==> src/rtl/sha256_cfu_pkg.sv <==
// sha256_cfu_pkg: shared SHA-256 CFU constants, FSM states and sigma functions
package sha256_cfu_pkg;
  localparam int ID_W = 8;
  localparam int FN_W = 3;
  localparam int ST_W = 2;
  localparam logic [FN_W-1:0] FN_LOAD = 3'd0;
  localparam logic [FN_W-1:0] FN_EXPAND = 3'd1;
  localparam logic [FN_W-1:0] FN_CLEAR = 3'd2;
  localparam logic [ST_W-1:0] ST_OK = 2'd0;
  localparam logic [ST_W-1:0] ST_ILLEGAL = 2'd1;
  localparam logic [ST_W-1:0] ST_NOT_FULL = 2'd2;
  typedef enum logic [1:0] {IDLE, EXEC, RESP} state_t;
  function automatic logic [31:0] sig0(input logic [31:0] x);
    return {x[6:0], x[31:7]} ^ {x[17:0], x[31:18]} ^ {3'b0, x[31:3]};
  endfunction
  function automatic logic [31:0] sig1(input logic [31:0] x);
    return {x[16:0], x[31:17]} ^ {x[18:0], x[31:19]} ^ {10'b0, x[31:10]};
  endfunction
endpackage

==> src/rtl/sha256_msg_sched_if.sv <==
// cfu_interface: request/response channel between a CPU and a custom function unit
interface cfu_interface;
  import sha256_cfu_pkg::*;
  logic req_valid;
  logic req_ready;
  logic [ID_W-1:0] req_id;
  logic [FN_W-1:0] req_function_id;
  logic [31:0] rs1;
  logic resp_valid;
  logic resp_ready;
  logic [ID_W-1:0] resp_id;
  logic [ST_W-1:0] resp_status;
  logic [31:0] resp_data;
  modport master (output req_valid, req_id, req_function_id, rs1, resp_ready,
                  input req_ready, resp_valid, resp_id, resp_status, resp_data);
  modport slave (input req_valid, req_id, req_function_id, rs1, resp_ready,
                 output req_ready, resp_valid, resp_id, resp_status, resp_data);
endinterface

==> src/rtl/sha256_msg_sched_window.sv <==
// sha256_sched_window: message-schedule shift window with fill count and expansion taps
module sha256_sched_window #(
  parameter int DEPTH = 16
) (
  input  logic        clk,
  input  logic        rst,
  input  logic        load,
  input  logic        clear,
  input  logic [31:0] din,
  output logic [31:0] w0,
  output logic [31:0] w1,
  output logic [31:0] w9,
  output logic [31:0] w14,
  output logic        full
);
  localparam int CW = $clog2(DEPTH + 1);
  logic [DEPTH-1:0][31:0] w;
  logic [CW-1:0] cnt;
  assign w0 = w[0];
  assign w1 = w[1];
  assign w9 = w[DEPTH-7];
  assign w14 = w[DEPTH-2];
  assign full = cnt == CW'(DEPTH);
  // newest word enters at the top, oldest falls off index 0
  always_ff @(posedge clk or posedge rst) begin
    if (rst) begin
      w <= '0;
      cnt <= '0;
    end else if (clear) begin
      w <= '0;
      cnt <= '0;
    end else if (load) begin
      w <= {din, w[DEPTH-1:1]};
      cnt <= full ? cnt : cnt + 1'b1;
    end
  end
endmodule

==> src/rtl/sha256_msg_sched.sv <==
// sha256_msg_sched: CFU computing the SHA-256 message schedule W16..W63 over a 16-word window
module sha256_msg_sched
  import sha256_cfu_pkg::*;
#(
  parameter int WINDOW = 16
) (
  input  logic clk,
  input  logic rst,
  cfu_interface.slave cfu
);
  state_t state, next;
  logic [31:0] s0, s1, wn, w0, w1, w9, w14, din;
  logic full, accept, legal_exp, load, clear;
  logic [FN_W-1:0] fn;
  assign fn = cfu.req_function_id;
  assign accept = state == IDLE && cfu.req_valid;
  assign legal_exp = fn == FN_EXPAND && full;
  assign wn = s0 + s1;
  assign cfu.req_ready = state == IDLE;
  assign cfu.resp_valid = state == RESP;
  sha256_sched_window #(.DEPTH(WINDOW)) u_win (
    .clk(clk), .rst(rst), .load(load), .clear(clear), .din(din),
    .w0(w0), .w1(w1), .w9(w9), .w14(w14), .full(full)
  );
  always_comb begin
    next = state == IDLE ? (accept ? (legal_exp ? EXEC : RESP) : IDLE)
         : state == EXEC ? RESP
         : (cfu.resp_ready ? IDLE : RESP);
    load = (accept && fn == FN_LOAD) || state == EXEC;
    clear = accept && fn == FN_CLEAR;
    din = state == EXEC ? wn : cfu.rs1;
  end
  always_ff @(posedge clk or posedge rst) begin
    if (rst) state <= IDLE;
    else state <= next;
  end
  // expansion splits into two partial sums so each cycle has a single 32-bit add chain
  always_ff @(posedge clk or posedge rst) begin
    if (rst) begin
      s0 <= '0;
      s1 <= '0;
      cfu.resp_id <= '0;
      cfu.resp_status <= ST_OK;
      cfu.resp_data <= '0;
    end else if (accept) begin
      cfu.resp_id <= cfu.req_id;
      cfu.resp_status <= (fn == FN_LOAD || fn == FN_CLEAR) ? ST_OK
                       : fn == FN_EXPAND ? (full ? ST_OK : ST_NOT_FULL) : ST_ILLEGAL;
      cfu.resp_data <= fn == FN_LOAD ? cfu.rs1 : '0;
      if (legal_exp) begin
        s0 <= sig0(w1) + w0;
        s1 <= sig1(w14) + w9;
      end
    end else if (state == EXEC) begin
      cfu.resp_data <= wn;
    end
  end
endmodule

==> src/flat_wrapper.sv <==
// flat-port wrapper written by rule: the top's interface ports become plain ports
module sha256_msg_sched_flat import sha256_cfu_pkg::*;
#(
  parameter int WINDOW = 16
)
  (clk, rst, cfu_req_valid, cfu_req_id, cfu_req_function_id, cfu_rs1, cfu_resp_ready, cfu_req_ready, cfu_resp_valid, cfu_resp_id, cfu_resp_status, cfu_resp_data);
  cfu_interface cfu_i ();
  input  logic clk;
  input  logic rst;
  input wire logic [$bits(cfu_i.req_valid)-1:0] cfu_req_valid;
  input wire logic [$bits(cfu_i.req_id)-1:0] cfu_req_id;
  input wire logic [$bits(cfu_i.req_function_id)-1:0] cfu_req_function_id;
  input wire logic [$bits(cfu_i.rs1)-1:0] cfu_rs1;
  input wire logic [$bits(cfu_i.resp_ready)-1:0] cfu_resp_ready;
  output wire logic [$bits(cfu_i.req_ready)-1:0] cfu_req_ready;
  output wire logic [$bits(cfu_i.resp_valid)-1:0] cfu_resp_valid;
  output wire logic [$bits(cfu_i.resp_id)-1:0] cfu_resp_id;
  output wire logic [$bits(cfu_i.resp_status)-1:0] cfu_resp_status;
  output wire logic [$bits(cfu_i.resp_data)-1:0] cfu_resp_data;
  assign cfu_i.req_valid = cfu_req_valid;
  assign cfu_i.req_id = cfu_req_id;
  assign cfu_i.req_function_id = cfu_req_function_id;
  assign cfu_i.rs1 = cfu_rs1;
  assign cfu_i.resp_ready = cfu_resp_ready;
  assign cfu_req_ready = cfu_i.req_ready;
  assign cfu_resp_valid = cfu_i.resp_valid;
  assign cfu_resp_id = cfu_i.resp_id;
  assign cfu_resp_status = cfu_i.resp_status;
  assign cfu_resp_data = cfu_i.resp_data;
  sha256_msg_sched #(.WINDOW(WINDOW)) u_core (.clk(clk), .rst(rst), .cfu(cfu_i));
endmodule
==> config.mk <==
export PLATFORM = sky130hd
export DESIGN_NAME = sha256_msg_sched_flat
export DESIGN_NICKNAME = d
export VERILOG_FILES = /design/src/rtl/sha256_cfu_pkg.sv /design/src/rtl/sha256_msg_sched_if.sv /design/src/rtl/sha256_msg_sched_window.sv /design/src/rtl/sha256_msg_sched.sv /design/src/flat_wrapper.sv
export SDC_FILE = /design/constraint.sdc
export NUM_CORES = 2
export LEC_CHECK = 0
export CAP_MARGIN = 20
export CORE_MARGIN = 4
export CORE_UTILIZATION = 55
export DETAILED_ROUTE_END_ITERATION = 8
export GPL_ROUTABILITY_DRIVEN = 0
export PLACE_DENSITY = 0.75
export SETUP_SLACK_MARGIN = 0.05
export SLEW_MARGIN = 20
export SYNTH_ARGS = -nofsm -noshare
export SYNTH_HDL_FRONTEND = slang
export SYNTH_HIERARCHICAL = 1
export SYNTH_SLANG_ARGS = --single-unit
==> constraint.sdc <==
create_clock -name clk -period 21.1 [get_ports clk]
set_input_delay 6.33 -clock clk [delete_from_list [all_inputs] [get_ports clk]]
set_output_delay 6.33 -clock clk [all_outputs]
set_load 0.01 [all_outputs]
==> flow_metrics.tcl <==
set metrics [dict create \
    min_period_ps 11230 \
    syn_area_sq_um 32300 \
    fillers 4637 \
    power.density_nw_per_um2 85.2 \
    reg2reg_to "u_core/u_win/w[186]$_DFFE_PP0P_" \
    cp_max_fo 132 \
    die_area_sq_um 62700 \
    synth_top_family_by_area "multiplexers" \
    grt_util_met2_pct 37.1 \
    yosys.area_share.simple_pct 11.5 \
    io_pins 91 \
    syn2layout_area_growth_pct 7.47 \
    syn_avg_cell_area_sq_um 10.5 \
    worst-r2r-cell-count 10 \
    dr_total_vias 21721 \
    portBuffers 90 \
    num_antenna_cells 0 \
    nets 3109 \
    holdPathEnd "u_core/cfu.resp_id[2]$_DFFE_PP0P_" \
    ctsHoldBuffers 0 \
    post-route-period-util_pct 53.2 \
    die_w_um 250 \
    drive_gt1_share_pct 4.99 \
    rsz0062_at_grt "false" \
    syn-num-nets 3218 \
    grt.busiest_layer "met2" \
    synth_compound_area_share_pct 8.37 \
    status "finished, final reports clean" \
    synthTopCellsByCount "625 x dfrtp_1, 568 x nor2_1, 517 x mux2i_1" \
    use_met3_pct 3.18 \
    dp_hpwl_um 50500 \
    yosysTopAreaCellShare_pct 48.4 \
    clock_latency_ps 600 \
    path_class "primary input to register" \
    synthXorXnorAreaFrac_pct 5.04 \
    clockBufferDepth 3 \
    grt_pass1_wl_um 119000 \
    hold_violations 0 \
    required_ps 21520 \
    startpoint_type "primary input" \
    worst_setup_path_end_kind "register" \
    rrSetupSlack_ps 15440 \
    yosysWarnings 6 \
    drtIter0Drc 2005 \
    rr_startpoint "u_core/state[1]$_DFF_PP0_" \
    grtUsageTotal_pct 23.2 \
    antenna_found_initial 0 \
    clock_skew_ps 27.4 \
    hold_path_depth 2 \
    coreArea_sq_um 57900 \
    wire_per_inst_um 19.5 \
    yosysMostFrequentCell "dfrtp_1" \
    relSlewSlack_pct 18.1 \
    initial_core_util_pct 55.8 \
    p_leak_nw 16.4 \
    routed_wirelength_um 73500 \
    cp.arrival_ps 11640 \
    dieHeight_um 250 \
    ys_types 73 \
    ir_drop_v 0.0000544 \
    synthArstFlopShare_pct 100 \
    netlist_instances 3067 \
    cp-startpoint "cfu_req_valid" \
    setup_viol 0 \
    synth_edf_count 0 \
    post_cts_resized 0 \
    worst_hold_startpoint "u_core/cfu.resp_id[2]$_DFFE_PP0P_" \
    synthAdderAreaFrac_pct 4.10 \
    ys_top_cells_by_area "dfrtp_1 48%, mux2i_1 16%, nor2_1 6.6%, ha_1 3.9%, xnor2_1 3.6%" \
    grt_max_degree 231 \
    met1_usage_pct 32.9 \
    slew_violations 0 \
    yosysSeqAreaShare_pct 48.4 \
    first_pass_iters 8 \
    gr-total-overflow 0 \
    hp-class "register to register" \
    ys.flop_type "dfrtp_1" \
    placedCellCount 3653 \
    postCtsSetupBuffers 0 \
    clock_sinks 625 \
    tightest_slew_ps 1230 \
    finalSetupTns_ps 0 \
    cts_buffers 67 \
    cts-root-buf "clkbuf_16" \
    ys_ff_latch 625 \
    grt_pass1_vias 21898 \
    muxShareOfSynthArea_pct 16.2 \
    clk_pin_slew_ps 60 \
    vias_per_cell 5.76 \
    drtAntennaViolNets 0 \
    drv_cap 0 \
    cts.htree.levels 3 \
    num_rows 88 \
    cts_tree "yes" \
    instances_no_fill 3771 \
    max_clock_freq_mhz 89.1 \
    synth_top_area_cell "dfrtp_1" \
    remaining_drc_errors 0 \
]
layer usage:
| layer | up-vias | wire length, um |
|---|---|---|
| li1 | 10193 | - |
| met5 | - | 0 |
| met1 | 10823 | 33100 |
| met4 | 0 | 2380 |
| met2 | 564 | 34300 |
| met3 | 141 | 3770 |
cell usage in the layout, fill, tap and decap left out, types with 18 or more instances in the layout:
cell	n
o21ai_0	75
dfrtp_1	625
a21o_1	59
ha_1	101
mux2i_1	517
xor2_1	52
o21ai_1	26
nor2_1	568
inv_1	35
a21oi_1	78
nand4_1	25
nor3_1	18
clkdlybuf4s50_1	90
nand2_1	204
clkbuf_16	69
xnor2_1	134
how the worst max path moves through the flow:
stage,endpoint,slack (ps),depth (start not counted)
after floorplan,u_core/u_win/cnt[0]$_DFFE_PP0P_,330,1
after global placement,u_core/u_win/w[204]$_DFFE_PP0P_,9490,10
after detailed placement,u_core/u_win/w[186]$_DFFE_PP0P_,9350,10
after CTS,u_core/u_win/w[186]$_DFFE_PP0P_,9950,10
after global routing,u_core/u_win/w[191]$_DFFE_PP0P_,9620,10
final,u_core/u_win/w[186]$_DFFE_PP0P_,9870,10
area by class of cell:
type                    count  area, sq um  share of cell area (%)
inverters                  37          149                   0.429
repair buffers            109         1120                    3.22
multi-input cells        2118        14700                    42.2
clock inverters            18          210                   0.605
flip-flops and latches    625        15600                    45.0
clock buffers              99         2010                    5.78
well taps                 765          957                    2.76
registers in the layout, indices dropped and copies added, names as in the netlist:
register,count
u_core/u_win/w,384
u_core/cfu.resp_data,32
u_core/s0,32
u_core/s1,32
u_core/u_win/w0,32
u_core/u_win/w14,32
u_core/u_win/w1,32
u_core/u_win/w9,32
u_core/cfu.resp_id,8
u_core/u_win/cnt,5
u_core/cfu.resp_status,2
u_core/state,2
worst max-delay path, cell delays in order:
cell             delay [ps]
clkdlybuf4s50_1         500
nand2_1                 310
nor4_2                  270
buf_4                   390
nand2b_4                770
buf_4                   820
buf_12                  670
buf_4                   950
mux2i_1                 300
nor2_1                   80
power breakdown:
part | leakage [nW] | switching [mW] | internal [mW]
Sequential | 8.62 | 0.0937 | 1.27
Clock | 1.09 | 0.471 | 0.698
Combinational | 6.66 | 0.244 | 0.183
Total | 16.4 | 0.809 | 2.15
kinds of logic after synthesis:
| kind of cell | Yosys count |
|---|---|
| xor+xnor | 186 |
| buf+inv | 324 |
| fa+ha+maj | 104 |
| flops | 625 |
| simple gates | 902 |
| mux | 522 |
| compound gates | 404 |
through the flow:
stage / cell area, sq um / total power [mW] / util (%) / worst slack, ps / hold slack [ps]
after floorplan: 32300 / 1.67 / - / 328 / 443
after global placement: 32500 / 1.79 / 56.1 / 9490 / 462
after detailed placement: 32500 / 1.80 / 56.1 / 9350 / 466
after CTS: 34700 / 2.98 / 59.9 / 9950 / 479
after global routing: 34700 / 3.09 / 60.0 / 9620 / 505
final: 34700 / 2.96 / 60.0 / 9870 / 479
(Power assumes the default switching activity.)
